===== config.mk =====
export PLATFORM = sky130hd
export DESIGN_NAME = seq_mult_hs
export DESIGN_NICKNAME = d
export VERILOG_FILES = /design/src/rtl/seq_mult_hs.sv
export SDC_FILE = /design/constraint.sdc
export NUM_CORES = 1
export LEC_CHECK = 0
export CAP_MARGIN = 20
export CORE_UTILIZATION = 34
export CTS_CLUSTER_SIZE = 28
export DETAILED_ROUTE_END_ITERATION = 10
export PLACE_DENSITY = 0.62
export SYNTH_ARGS = -nofsm -noshare
export SYNTH_HDL_FRONTEND = slang
export SYNTH_SLANG_ARGS = --single-unit

===== constraint.sdc =====
create_clock -name clk -period 5.3 [get_ports clk]
set_clock_uncertainty 0.2 [all_clocks]
set_input_delay 0.53 -clock clk [delete_from_list [all_inputs] [get_ports clk]]
set_output_delay 0.53 -clock clk [all_outputs]
set_load 0.1 [all_outputs]

===== src/rtl/seq_mult_hs.sv =====
// Iterative shift-add multiplier with valid/ready handshakes on the operand
// and result sides. Retires RADIX_K multiplier bits per cycle. Operands are
// treated as two's complement or unsigned per transaction. Signed operands
// are multiplied as magnitudes and the sign is applied in a single fix-up
// cycle, so the accumulator itself never has to handle signed values.
`timescale 1ns/1ps

module seq_mult_hs #(
   parameter int WIDTH   = 16,
   parameter int RADIX_K = 1
) (
   input  logic                 clk,
   input  logic                 reset,
   input  logic                 in_valid,
   output logic                 in_ready,
   input  logic [WIDTH-1:0]     a,
   input  logic [WIDTH-1:0]     b,
   input  logic                 signed_mode,
   output logic                 out_valid,
   input  logic                 out_ready,
   output logic [2*WIDTH-1:0]   product,
   output logic                 busy
);

   localparam int N_ITER = WIDTH / RADIX_K;
   localparam int ITER_W = (N_ITER > 1) ? $clog2(N_ITER) : 1;
   localparam logic [ITER_W-1:0] LAST_ITER = ITER_W'(N_ITER - 1);

   typedef enum logic [1:0] {
      IDLE = 2'd0,
      RUN  = 2'd1,
      FIX  = 2'd2,
      DONE = 2'd3
   } state_t;

   state_t state, state_nx;

   logic [WIDTH-1:0]   mag_a_in;
   logic [WIDTH-1:0]   mag_b_in;
   logic [2*WIDTH-1:0] a_shift;    // multiplicand magnitude, pre-shifted to the current digit weight
   logic [WIDTH-1:0]   b_mag;      // remaining multiplier magnitude, lowest digit first
   logic [2*WIDTH-1:0] acc;
   logic [2*WIDTH-1:0] partial;
   logic [RADIX_K-1:0] digit;
   logic [ITER_W-1:0]  iter;
   logic               neg;

   // Operand magnitudes and the partial product for the current digit.
   always_comb begin
      mag_a_in = (signed_mode && a[WIDTH-1]) ? -a : a;
      mag_b_in = (signed_mode && b[WIDTH-1]) ? -b : b;
      digit    = b_mag[RADIX_K-1:0];
      // The running product never exceeds 2*WIDTH bits, so truncation here is exact.
      partial  = a_shift * {{(2*WIDTH-RADIX_K){1'b0}}, digit};
   end

   // State register.
   always_ff @(posedge clk or posedge reset) begin
      // NOTE: sequential state always uses non-blocking assignments so every
      // register samples pre-edge values regardless of block ordering.
      if (reset) state <= IDLE;
      else       state <= state_nx;
   end

   // Next-state logic: fixed-length RUN phase, one FIX cycle, then hold in DONE.
   always_comb begin
      // NOTE: defaulting to the current state first keeps every path assigned,
      // which is what prevents a latch being inferred.
      state_nx = state;
      case (state)
         IDLE: if (in_valid)          state_nx = RUN;
         RUN:  if (iter == LAST_ITER) state_nx = FIX;
         FIX:                         state_nx = DONE;
         DONE: if (out_ready)         state_nx = IDLE;
         default:                     state_nx = IDLE;
      endcase
   end

   // Handshake outputs decoded from the state.
   always_comb begin
      in_ready = (state == IDLE);
      busy     = (state != IDLE);
   end

   // Datapath: latch magnitudes on accept, accumulate digits, apply sign, hold result.
   always_ff @(posedge clk or posedge reset) begin
      // NOTE: every datapath register is reset, so an abort mid-RUN leaves no
      // stale partial result that could later surface on product.
      if (reset) begin
         a_shift   <= '0;
         b_mag     <= '0;
         acc       <= '0;
         iter      <= '0;
         neg       <= 1'b0;
         product   <= '0;
         out_valid <= 1'b0;
      end else begin
         case (state)
            IDLE: begin
               if (in_valid) begin
                  a_shift <= {{WIDTH{1'b0}}, mag_a_in};
                  b_mag   <= mag_b_in;
                  neg     <= signed_mode & (a[WIDTH-1] ^ b[WIDTH-1]);
                  acc     <= '0;
                  iter    <= '0;
               end
            end
            RUN: begin
               acc     <= acc + partial;
               a_shift <= a_shift << RADIX_K;
               b_mag   <= b_mag >> RADIX_K;
               iter    <= iter + 1'b1;
            end
            FIX: begin
               product   <= neg ? -acc : acc;
               out_valid <= 1'b1;
            end
            DONE: begin
               if (out_ready) out_valid <= 1'b0;
            end
            default: ;
         endcase
      end
   end

endmodule


==> flow_summary.ini <==
[status]
outcome = finished, final reports clean

[synthesis]
avgSynthCellArea_um2 = 8.45
mappedNetlistArea_um2 = 7930
seq_area_frac_synth_pct = 37.9
synth_flop_cell = dfrtp_1
synth_fp_nets = 1015
netlist_instances = 938
async_flop_share_pct = 100
ys_seq_elements = 120
yosys_warnings = 0
synth_cell_types = 67
synth_enable_flop_cells = 0

[drt]
firstDrtPassIters = 5
post_drt_wl_per_cell_um = 14.5
ant_nets = 0
drc_errors = 0
drt_iter0_drc = 375
dr_total_vias = 6756
drt-total-wl_mm = 19.1
via_per_inst = 5.12

[global_route]
groute.usage.overall_pct = 16.9
antenna_found_initial = 0
overflow = 0
grt_max_degree = 66
grt_pass1_wl_mm = 32.7
first_global_vias = 6424

[critical_path]
crit_chain = and2_1, ha_1, nand3_1, nor2_1, o211ai_1, a2111oi_1, o211ai_1, a21o_1, a32o_1
critPathArrivalTime_ps = 3660
crit_required_ps = 5400
cpMostUsedCell = o211ai_1
critPathCaptureType = flop
start_kind = flop
critPathSlowestCell = a2111oi_1
cpPeakStageDelay_ps = 840
worstSetupPathType = reg -> reg
crit_fanout = 33

[sta]
period_minus_slack_ps = 3560
tightestPinTransition_ps = 994
timing.setup.tns_ps = 0
drv_slew = 0
max_freq_ghz = 0.281
timing.hold.ws_ps = 279
grt_setup_unrepaired = no
worst_slack_ps = 1740
max_slew_margin_pct = 33.5
hold_viol_final = 0
fin_crit_sh_pct = 67.1
setup_viol = 0

[layout]
design_area_um2 = 9610
final_common_cell = dfrtp_1
fin_nets = 1071
layout_common_cells = 120 x dfrtp_1, 112 x a21oi_1, 104 x nand2_1, 100 x nor2_1, 71 x clkdlybuf4s50_1
final_cells = 1320
synthToLayoutAreaGrowth_pct = 21.3
drive_above_1_share_pct = 6.16
antenna_cells = 0

[place]
place.gp.congestion = 0.943
placed_area_um2 = 8920
dp.cells = 1286
io_buffers = 71
pre_cts_slack_ps = 1700
dp_hpwl_mm = 14.1

[clock_network]
cts_resized = 0
post-cts-setup-buffers = 0
clk_latency_ps = 420
cts.htree.levels = 4
root_buffer = clkbuf_16
cts_made_buffers = 17
cts.sinks = 120
ctsHoldBuffers = 0
ctsLongestPathBuffers = 2
cts_tree = yes
clk_pin_slew_ps = 60

[die]
die_area_um2 = 23900
io_pins = 72
coreArea_um2 = 22800
die_x_um = 155
die_height_um = 155
rows = 55
initial_core_util_pct = 34.8

[power]
switching_power_mw = 3.20
p_int_mw = 3.17
power_density_nw_per_um2 = 663
pwr-share-comb_pct = 55.1
clkPwrFrac_pct = 19.9
p_leak_nw = 4.08
ir_worst_vdd_mv = 0.293
sequentialPowerShare_pct = 25.0
power_switching_share_pct = 50.2

[min_path]
min_path_type = reg -> reg

[run]
cap_violations = 0
[final timing paths]
check,startpoint,endpoint,slack (ps),depth (start not counted)
max in group asynchronous,reset,a_shift[30],3510,3
min,b_mag[4],b_mag[4],280,2
max,b_mag[0],acc[25],1740,9
min reg2reg,b_mag[4],b_mag[4],280,2
max reg2reg,b_mag[0],acc[25],1740,9
min in group asynchronous,reset,product[5],390,2
[final cells by class]
type	count	area [um2]
Fill cell	2259	13200
Multi-Input combinational cell	755	4690
Sequential cell	120	3000
Timing Repair Buffer	79	798
Clock buffer	17	425
Tap cell	313	392
Clock inverter	15	225
Inverter	21	81.3
[synth_stat cells (3+ instances only)]
library cell  count  area share (%)
a211oi_1          5            0.47
a21boi_0          3            0.28
a21o_1            8            0.76
a21oi_1         112             7.1
a22o_1           19             2.1
a31oi_1           5            0.39
a32o_1            3            0.38
a41oi_1           4            0.44
and2_1           36             2.8
and3_1            3            0.24
buf_1             5            0.24
clkbuf_1         34             1.6
dfrtp_1         120              38
ha_1             39             6.2
inv_1            21            0.99
mux2i_1           6            0.76
nand2_1         104             4.9
nand2b_1          4            0.32
nand3_1          13            0.82
nand4_1           7            0.55
nor2_1          100             4.7
nor2b_1           5            0.39
nor3_1           16             1.0
nor4_1            3            0.24
o211ai_1          6            0.57
o21a_1            5            0.47
o21ai_0          63             4.0
o21ai_1          38             2.4
o22ai_1           6            0.47
o31ai_1          14             1.3
o31ai_2           4            0.63
o41ai_1           4            0.44
or3_1            11            0.87
or3_4             3            0.43
xnor2_1          21             2.3
xor2_1           54             6.0
[sequential cells by signal, summed over array words and instances (netlist names)]
name and count:
acc 32, b_mag 16, state 2, a_shift 32, product 32, out_valid 1, iter 4, neg 1
[logic make-up (layout without fill, tap and decap cells)]
kind of cell	after synthesis	in the layout	share of synthesized area [%]
AO/OA/AOI/OAI	313	313	23.8
XOR/XNOR	75	75	8.29
adder cells (fa/ha/maj)	40	40	6.41
buffers and inverters	63	132	3.17
flip-flops	120	120	37.9
multiplexers	7	7	0.900
AND/OR/NAND/NOR	320	320	19.5
[power groups by stage]
stage	logic, mW	registers (mW)	clock network [mW]
floorplan	1.88	2.44	0
global placement	3.42	1.64	0
detailed placement	3.46	1.64	0
CTS	3.47	1.63	1.29
global route	3.85	1.65	1.33
finish	3.51	1.59	1.27
[per-stage QoR]
stage / utilization (%) / power (mW)
after floorplan: - / 4.31
after CTS: 42.0 / 6.39
final: 42.2 / 6.37
after global placement: 39.2 / 5.05
after detailed placement: 39.2 / 5.10
after global routing: 42.2 / 6.83
[routing by layer]
metal  routed length [um]  track usage (%)  up-vias
li1                     -                -     3472
met1                 9790             24.4     3148
met2                 8360             25.7      118
met3                  730             2.91       18
met4                  201             5.14        0
met5                    0                0        -
[critical path: cells and delay by family, from the launching register on]
family / cells / cell delay [ps]
flip-flops: 1 / 670
adder cells (fa/ha/maj): 1 / 370
AND/OR/NAND/NOR: 3 / 570
AO/OA/AOI/OAI: 5 / 1630
Power figures use the tool's default switching activity.
